<file path="config.mk">
export PLATFORM = sky130hd
export DESIGN_NAME = dbus_sram_ctrl
export DESIGN_NICKNAME = d
export VERILOG_FILES = /design/src/rtl/dbus_sram_ctrl.sv
export SDC_FILE = /design/constraint.sdc
export NUM_CORES = 1
export LEC_CHECK = 0
export CAP_MARGIN = 0
export CORE_UTILIZATION = 36
export DETAILED_ROUTE_END_ITERATION = 6
export PLACE_DENSITY = 0.82
export RECOVER_POWER = 50
export SLEW_MARGIN = 20
export SYNTH_ARGS = -nofsm -noshare
export SYNTH_HDL_FRONTEND = slang
export SYNTH_SLANG_ARGS = --single-unit
</file>
<file path="constraint.sdc">
create_clock -name clk -period 2.31 [get_ports clk]
set_clock_uncertainty 0.2 [all_clocks]
set_input_delay 0.231 -clock clk [delete_from_list [all_inputs] [get_ports clk]]
set_output_delay 0.231 -clock clk [all_outputs]
set_load 0.01 [all_outputs]
</file>
<file path="src/rtl/dbus_sram_ctrl.sv">
// dbus_sram_ctrl
// Sequential bridge from the core data-bus request/response port to a
// synchronous single-port data SRAM with one-cycle read latency.
// Each accepted request is held in a one-entry buffer. Its virtual address
// is translated by folding kseg0/kseg1 to physical. Alignment is checked,
// one SRAM access is issued per legal request, and a data_ok response is
// returned.
//
// State table:
//   IDLE  | no request in flight, ready to accept
//   ISSUE | SRAM access driven from the buffer, not accepting
//   WAIT  | SRAM read data on sram_rdata, data_ok response, accepting
//   ERR   | illegal request answered with data_ok+err, accepting
//
// Ports:
//   clk, resetn                          clock, async active-low reset
//   req_valid/addr/size/strobe/wdata     core request
//   resp_addr_ok                         request accepted when req_valid high
//   resp_data_ok/rdata/err               one-cycle response per request
//   sram_en/wen/addr/wdata               SRAM access (physical address)
//   sram_rdata                           SRAM read data, cycle after sram_en
`timescale 1ns/1ps
module dbus_sram_ctrl (
  input  logic        clk,
  input  logic        resetn,
  input  logic        req_valid,
  input  logic [31:0] req_addr,
  input  logic [2:0]  req_size,
  input  logic [3:0]  req_strobe,
  input  logic [31:0] req_wdata,
  output logic        resp_addr_ok,
  output logic        resp_data_ok,
  output logic [31:0] resp_rdata,
  output logic        resp_err,
  output logic        sram_en,
  output logic [3:0]  sram_wen,
  output logic [31:0] sram_addr,
  output logic [31:0] sram_wdata,
  input  logic [31:0] sram_rdata
);

  typedef enum logic [1:0] {IDLE, ISSUE, WAIT, ERR} state_t;

  state_t      state, state_nxt;
  logic        run;
  logic [31:0] buf_addr;
  logic [31:0] buf_wdata;
  logic [3:0]  buf_strobe;
  logic        legal;
  logic        accept;

  always_comb begin
    legal = 1'b0;
    case (req_size)
      3'd0:    legal = 1'b1;
      3'd1:    legal = ~req_addr[0];
      3'd2:    legal = (req_addr[1:0] == 2'b00);
      default: legal = 1'b0;
    endcase
  end

  // run holds addr_ok low until the first edge after reset release, so no
  // output is combinationally derived from resetn.
  assign resp_addr_ok = run && (state != ISSUE);
  assign accept       = req_valid && resp_addr_ok;

  always_ff @(posedge clk or negedge resetn) begin
    if (!resetn) begin
      state      <= IDLE;
      run        <= 1'b0;
      buf_addr   <= '0;
      buf_wdata  <= '0;
      buf_strobe <= '0;
    end else begin
      state <= state_nxt;
      run   <= 1'b1;
      if (accept) begin
        buf_addr   <= req_addr;
        buf_wdata  <= req_wdata;
        buf_strobe <= req_strobe;
      end
    end
  end

  always_comb begin
    state_nxt    = state;
    resp_data_ok = 1'b0;
    resp_err     = 1'b0;
    resp_rdata   = '0;
    sram_en      = 1'b0;
    sram_wen     = 4'b0000;
    case (state)
      ISSUE: begin
        sram_en   = 1'b1;
        sram_wen  = buf_strobe;
        state_nxt = WAIT;
      end
      WAIT: begin
        resp_data_ok = 1'b1;
        resp_rdata   = sram_rdata;
      end
      ERR: begin
        resp_data_ok = 1'b1;
        resp_err     = 1'b1;
      end
      default: ;
    endcase
    // IDLE, WAIT and ERR all share the same accept decision; the response
    // of the current cycle comes from state, not from the new request.
    if (state != ISSUE) begin
      if (accept) state_nxt = legal ? ISSUE : ERR;
      else        state_nxt = IDLE;
    end
  end

  // kseg0 (100) and kseg1 (101) fold to physical; kuseg/kseg2/kseg3 pass.
  assign sram_addr  = (buf_addr[31:30] == 2'b10) ? {3'b000, buf_addr[28:0]} : buf_addr;
  assign sram_wdata = buf_wdata;

endmodule

</file>
---- Yosys cells after proc, flatten, opt, wreduce, memory -nomap -nowiden ----
Cells that the tools add are included.
operators by class
  equality and inequality tests ........... 7
  mux-type cells .......................... 11
  bitwise logic cells ..................... 1
  reductions and logical operators ........ 6
operators with widths
  operator              number
  $mux W32              2
  $mux W2               4
  $eq A2 B2 Y1 const B  3
  $mux W4               1
  $eq A3 B1 Y1 const B  1
  $eq A3 B2 Y1 const B  1
  $logic_not A3 Y1      1
  $mux W1               3
  $pmux W1 S3           1
  $eq A2 B1 Y1 const B  1
  $logic_and A1 B1 Y1   2
  $logic_not A2 Y1      1
  $ne A2 B1 Y1 const B  1
  $reduce_bool A2 Y1    1
  $reduce_or A2 Y1      1
  $not A1 Y1            1
storage, ports and cells
  bits in registers ....................... 71
  bits of input ports ..................... 106
  output and inout port bits .............. 104
  word-level logic and storage cells ...... 30

---- Depth between registers and ports, before layout ----
Gate-level depths: netlist (run 1).
  word-level depth ........................ 5
  depth in mapped cells ................... 5
  gate-level depth less buffers ........... 3

---- Worst setup path before layout (run 1) ----
Ideal clock, no wire load.
  path type ............................... flip-flop to flip-flop
  start ................................... register state[0]
  end ..................................... register buf_addr[0]
  library setup time ...................... 125 ps
  data arrival time ....................... 1285 ps
  data required time ...................... 1985 ps
  path slack .............................. 701 ps
  stages on the path, launching flop included .. 6
  path buffers ............................ 2
  period minus slack after synthesis ...... 1609 ps
  cells stage by stage .................... dfrtp_1 -> nor2b_2 -> buf_6 -> nor2_8 -> buf_6 -> mux2_2
on the way
  word-level cells in the longest chain between the ends .. 3
ends and longest elaborated chain
  element                 RTL line  text
  start, declared         44        state_t state, state_nxt;
  start signal, assigned  75        state <= state_nxt;
  $ne A2 B1 Y1            64        assign resp_addr_ok = run && (state != ISSUE);
  $logic_and A1 B1 Y1     64
  $logic_and A1 B1 Y1     65        assign accept = req_valid && resp_addr_ok;
  end signal, assigned    78        buf_addr <= req_addr;
  end, declared           46        logic [31:0] buf_addr;
Every way passes these cells.
A chain may end at the register's enable or synchronous reset.

---- Final worst setup path (run 1) ----
  start ................................... register state[1]
  end ..................................... output resp_rdata[2]
on the way
  word-level cells in the longest chain between the ends .. 2
ends and longest elaborated chain
  element        RTL line  text
  $eq A2 B2 Y1   92        case (state)
  $mux W32       92
  end, declared  33        output logic [31:0] resp_rdata,
Every way passes these cells.

==> impl_metrics.tcl, run 1 <==
set metrics [dict create \
    arrival_ns 1.78 \
    slowest_delay_ns 0.53 \
    cts_buffer_depth 2 \
    crit_family "buffers and inverters" \
    die_y_um 96.2 \
    slowest_stage "clkdlybuf4s50_1" \
    drtIter0Drc 40 \
    grt_antenna_before_repair 0 \
    grt_pass1_vias 2465 \
    post_synth_fa_ha_maj_area_fraction 0 \
    hold_path.class "register to register" \
    power_density_nw_per_um2 694 \
    seqCellArea_sq_um 1780 \
    cts_root_buffer "clkbuf_8" \
    synth_top_family_by_area "multiplexers" \
    max_freq_mhz 452 \
    finalCriticalPeriod_ns 2.21 \
    first_pass_iters 2 \
    rows 33 \
    vdd_drop_max_mv 0.498 \
    finalSetupViolCount 0 \
    final_cell_mix "208 x clkdlybuf4s50_1, 71 x dfrtp_1, 68 x mux2_2" \
    syn_area_sq_um 3190 \
    avgSynthCellArea_sq_um 13.8 \
    crit_chain "nor2b_2 > buf_4 > and2_1 > clkdlybuf4s50_1" \
    overflow 0 \
    clkLatencyLatePin_ns 0.33 \
    leakage_nw 2.19 \
    max-cap-violations 0 \
    cp_num_buf_inv 2 \
    cts_tree "done" \
    post_drt_wl_per_cell_um 15.8 \
    end_kind "primary output" \
    drive_above_1_share 0.223 \
    yosysSeqAreaShare 0.557 \
    final-hold-violation-count 0 \
    coreArea_sq_um 8380 \
    setup_slack_ns 0.0952 \
    grtUsageTotal 0.177 \
    drc 0 \
    h-tree-depth 3 \
    status "completed" \
    synth_xor_xnor_area_share 0 \
    diodes 0 \
    start_kind "register" \
    grt_max_degree 42 \
    drtAntennaViolNets 0 \
    tightest_slew_ns 0.799 \
    wl_um 8300 \
    synth_mux_area_frac 0.240 \
    area_growth_pct 68.2 \
    ioPinCount 210 \
    setup_tns_ns 0 \
    finalMaxSlewViolations 0 \
    place_congestion 0.744 \
    cts_buffers 9 \
    detailroute.via_count 2376 \
    worstSetupPathType "register to primary output" \
    cts_setup_buffers 0 \
    start_util 0.381 \
    crit_fanout 16 \
    place_ws_ns 0.373 \
    vias_per_cell 4.52 \
    nets 522 \
    synthesis.nets 337 \
    synthSimpleGateAreaFrac 0.0902 \
    ys_seq_elements 71 \
    grt_pass1_wl_um 11900 \
    port_buffers 209 \
    syn_inst 231 \
    cts_sinks 71 \
    ys_types 17 \
    die_w_um 96.2 \
    dieArea_sq_um 9250 \
    final_common_cell "clkdlybuf4s50_1" \
    yosysWarningCount 0 \
    synth_compound_area_frac 0.00862 \
    fin_crit_sh 0.959 \
    hpwl_um 6590 \
    n_fill_cell 657 \
    clk_pin_slew_ns 0.07 \
    slew_headroom 0.468 \
    multi_input_area_sq_um 1090 \
    cp.required_ns 1.88 \
]
## area by class of cell
type                       count  share of cell area
clock buffer                  10              0.0256
inverter                       1            0.000699
clock inverter                 6              0.0112
tap                          105              0.0245
timing repair buffer         216               0.404
multi-input combinational    117               0.203
sequential                    71               0.331
## through the flow
| step | hold WS, ns | util | power [mW] | area [sq um] | cells |
|---|---|---|---|---|---|
| final | 0.301 | 0.640 | 3.73 | 5370 | 526 |
| after global routing | 0.288 | 0.640 | 3.92 | 5370 | 526 |
| after CTS | 0.177 | 0.641 | 3.78 | 5370 | 525 |
| after detailed placement | 0.00543 | 0.616 | 2.80 | 5160 | 508 |
| after global placement | 0.00596 | 0.616 | 2.76 | 5160 | 508 |
| after floorplan | -0.265 | - | 2.15 | 3190 | 231 |
## worst reg2reg max path: stages, from the launching register on
cell and delay (ns):
dfrtp_1 0.40, nor2b_2 0.20, buf_4 0.18, nor2_8 0.14, buf_12 0.24, mux2_2 0.39
## routing by layer
metal / share of wire / routed length (um) / vias to the layer above / global-route usage
met4: 0.015 / 128 / 0 / 0.0684
li1: - / - / 1107 / -
met2: 0.57 / 4710 / 123 / 0.347
met1: 0.32 / 2680 / 1138 / 0.161
met3: 0.095 / 790 / 8 / 0.0679
met5: 0 / 0 / - / 0
## synth_stat cells
cell / count / area share
mux2_2: 68 / 0.24
dfrtp_1: 71 / 0.56
a21boi_0: 1 / 0.0024
a21o_1: 1 / 0.0024
nor3_1: 1 / 0.0016
nor2b_2: 1 / 0.0027
clkbuf_1: 5 / 0.0059
conb_1: 1 / 0.0012
buf_6: 8 / 0.028
and2_1: 38 / 0.074
nand2_1: 1 / 0.0012
o21bai_1: 1 / 0.0024
a21oi_1: 1 / 0.0016
inv_1: 1 / 0.0012
nor2b_1: 2 / 0.0039
nor2_8: 1 / 0.0063
buf_4: 29 / 0.068
## final timing paths
check | startpoint | cells after the start | to | slack [ns]
worst max-delay path | state[1] | 4 | resp_rdata[2] | 0.1
min in group asynchronous | resetn | 2 | sram_wdata[18] | 0.32
worst min-delay path | buf_strobe[3] | 1 | buf_strobe[3] | 0.30
worst max register to register | state[0] | 5 | sram_wdata[6] | 0.45
max in group asynchronous | resetn | 3 | sram_wdata[5] | 0.48
worst min register to register | buf_strobe[3] | 1 | buf_strobe[3] | 0.30
## cells by family after synthesis
kind of cell    Yosys count
other cells               1
simple gates             44
flops                    71
mux                      68
compound gates            4
buf+inv                  43
## power by group
part / total, mW / leakage, nW / internal, mW / switching [mW]
registers: 1.57 / 0.836 / 1.46 / 0.110
clock network: 0.971 / 0.0981 / 0.522 / 0.448
logic: 1.18 / 1.25 / 0.784 / 0.398
total: 3.73 / 2.19 / 2.77 / 0.957
## flip-flops by register name, indices dropped and copies added (netlist names)
signal,count
buf_addr,32
sram_wdata,32
state,2
buf_strobe,4
run,1
## what timing repair did
action | 4_1_cts | 5_1_grt
hold buffers | 1 | 0
endpoints found under the setup margin | 0 | 32
resized for setup | 0 | 4
endpoints found under the hold margin | 31 | 0
Note: power is estimated with default switching activity, not from simulation.
==> run 2, diff against run 1 <==
--- a/config.mk
+++ b/config.mk
@@ -6,8 +6,10 @@
 export NUM_CORES = 1
 export LEC_CHECK = 0
 export CAP_MARGIN = 0
+export CORE_MARGIN = 2
 export CORE_UTILIZATION = 36
 export DETAILED_ROUTE_END_ITERATION = 6
+export MAX_ROUTING_LAYER = met4
 export PLACE_DENSITY = 0.82
 export RECOVER_POWER = 50
 export SLEW_MARGIN = 20
==> constraint.sdc (replaced) <==
create_clock -name clk -period 2.25 [get_ports clk]
set_clock_uncertainty 0.2 [all_clocks]
set_input_delay 0.225 -clock clk [delete_from_list [all_inputs] [get_ports clk]]
set_output_delay 0.225 -clock clk [all_outputs]
set_load 0.01 [all_outputs]
==> impl_metrics.tcl, run 2 (same netlist as run 1, synthesis figures left out) <==
set metrics [dict create \
    regToRegEndpoint "sram_wdata[23]" \
    fin_crit_sh 0.956 \
    finalSetupViolCount 0 \
    fin_area_sq_um 5470 \
    grt_max_degree 72 \
    slew_headroom 0.348 \
    cp.required_ns 1.82 \
    finalCriticalPeriod_ns 2.15 \
    tightest_slew_ns 0.979 \
    place_area_sq_um 5140 \
    overflow 0 \
    detailroute.via_count 2408 \
    grt_pass1_vias 2488 \
    hold_path.class "primary input to register" \
    die_y_um 98.2 \
    post_drt_wl_per_cell_um 16.1 \
    power_density_nw_per_um2 740 \
    nets 523 \
    wl_um 8530 \
    finalMaxSlewViolations 0 \
    worstSetupPathType "register to primary output" \
    n_fill_cell 688 \
    grt_pass1_wl_um 12900 \
    vdd_drop_max_mv 0.555 \
    clk_pin_slew_ns 0.08 \
    whs_ns 0.291 \
    rows 34 \
    port_buffers 209 \
    cts_buffers 9 \
    max_freq_mhz 465 \
    cts_root_buffer "clkbuf_8" \
    max-cap-violations 0 \
    r2r_setup_slack_ns 0.39 \
    end_kind "primary output" \
    place_congestion 0.781 \
    final_cell_mix "155 x clkdlybuf4s50_1, 71 x dfrtp_1, 68 x mux2_2" \
    arrival_ns 1.73 \
    coreArea_sq_um 8680 \
    route.met3.wl_um 652 \
    h-tree-depth 3 \
    dieArea_sq_um 9640 \
    hpwl_um 6470 \
    r2r-start "state[1]" \
    grtUsageTotal 0.176 \
    cts_tree "done" \
    area_growth_pct 71.3 \
    first_pass_iters 3 \
    hold_end "buf_addr[24]" \
    grt_antenna_before_repair 0 \
    drtIter0Drc 89 \
    start_util 0.368 \
    drtAntennaViolNets 0 \
    vias_per_cell 4.54 \
    status "completed" \
    crit_fanout 16 \
    rr_worst_depth 6 \
    final_common_cell "clkdlybuf4s50_1" \
    cts_sinks 71 \
    die_w_um 98.2 \
    wl_met2_um 4730 \
    hold_path_startpoint "req_addr[24]" \
    cts_buffer_depth 2 \
    top_layer_used "met4" \
    clkLatencyLatePin_ns 0.33 \
    final-hold-violation-count 0 \
    leakage_nw 2.38 \
    hold-path-cell-count 2 \
    drc 0 \
    ioPinCount 210 \
    diodes 0 \
    start_kind "register" \
    m1WireLength_um 3000 \
    drive_above_1_share 0.223 \
]
run 2: through the flow:
step / std cells / setup TNS [ns] / util / power, mW / setup WS [ns]
floorplan: 231 / 0 / - / 2.20 / 0.641
global placement: 509 / 0 / 0.592 / 2.83 / 0.331
detailed placement: 509 / 0 / 0.592 / 2.86 / 0.263
CTS: 527 / 0 / 0.626 / 4.16 / 0.00462
global route: 530 / -0.0111 / 0.630 / 4.24 / -0.0111
finish: 530 / 0 / 0.630 / 4.04 / 0.0987
run 2: repair_timing:
action / in CTS / in global routing
cloned: 1 / 0
setup buffers: 0 / 3
gates resized for setup: 7 / 8
endpoints found under the setup margin: 24 / 35
hold endpoints to repair: 71 / 0
hold buffers: 1 / 0
pin swaps: 0 / 0
run 2: final cells by class:
type / count / area [sq um] / area share
inverter: 1 / 3.75 / 0.000686
clock inverter: 5 / 104 / 0.0190
multi-input combinational: 117 / 1100 / 0.201
timing repair buffer: 217 / 2200 / 0.402
clock buffer: 11 / 151 / 0.0277
sequential: 71 / 1780 / 0.325
tap: 108 / 135 / 0.0247
run 2: report_power, final:
part	internal (mW)	leakage, nW	switching [mW]	total [mW]
combinational	0.752	1.42	0.413	1.16
sequential	1.50	0.836	0.109	1.61
clock	0.797	0.130	0.471	1.27
run 2: how the worst max path moves through the flow:
stage,slack [ns],depth (start not counted),end,startpoint
4_1_cts,0.005,3,sram_wen[3],state[0]
6_report,0.1,4,resp_rdata[9],state[0]
3_5_place_dp,0.26,3,sram_wen[3],state[1]
2_1_floorplan,0.64,5,buf_addr[0],state[0]
3_3_place_gp,0.33,3,sram_wen[0],state[1]
5_1_grt,-0.01,4,resp_rdata[9],state[0]
run 2: metal layers:
metal	track usage	up-vias
li1	-	1112
met1	0.173	1160
met2	0.326	123
met3	0.0608	13
met4	0.0527	0
met5	-	-
run 2: worst max-delay path: stages, from the launching register on:
cell and delay (ns):
dfrtp_1 0.42, nor2b_4 0.15, buf_6 0.16, and2_1 0.14
clkdlybuf4s50_1 0.53
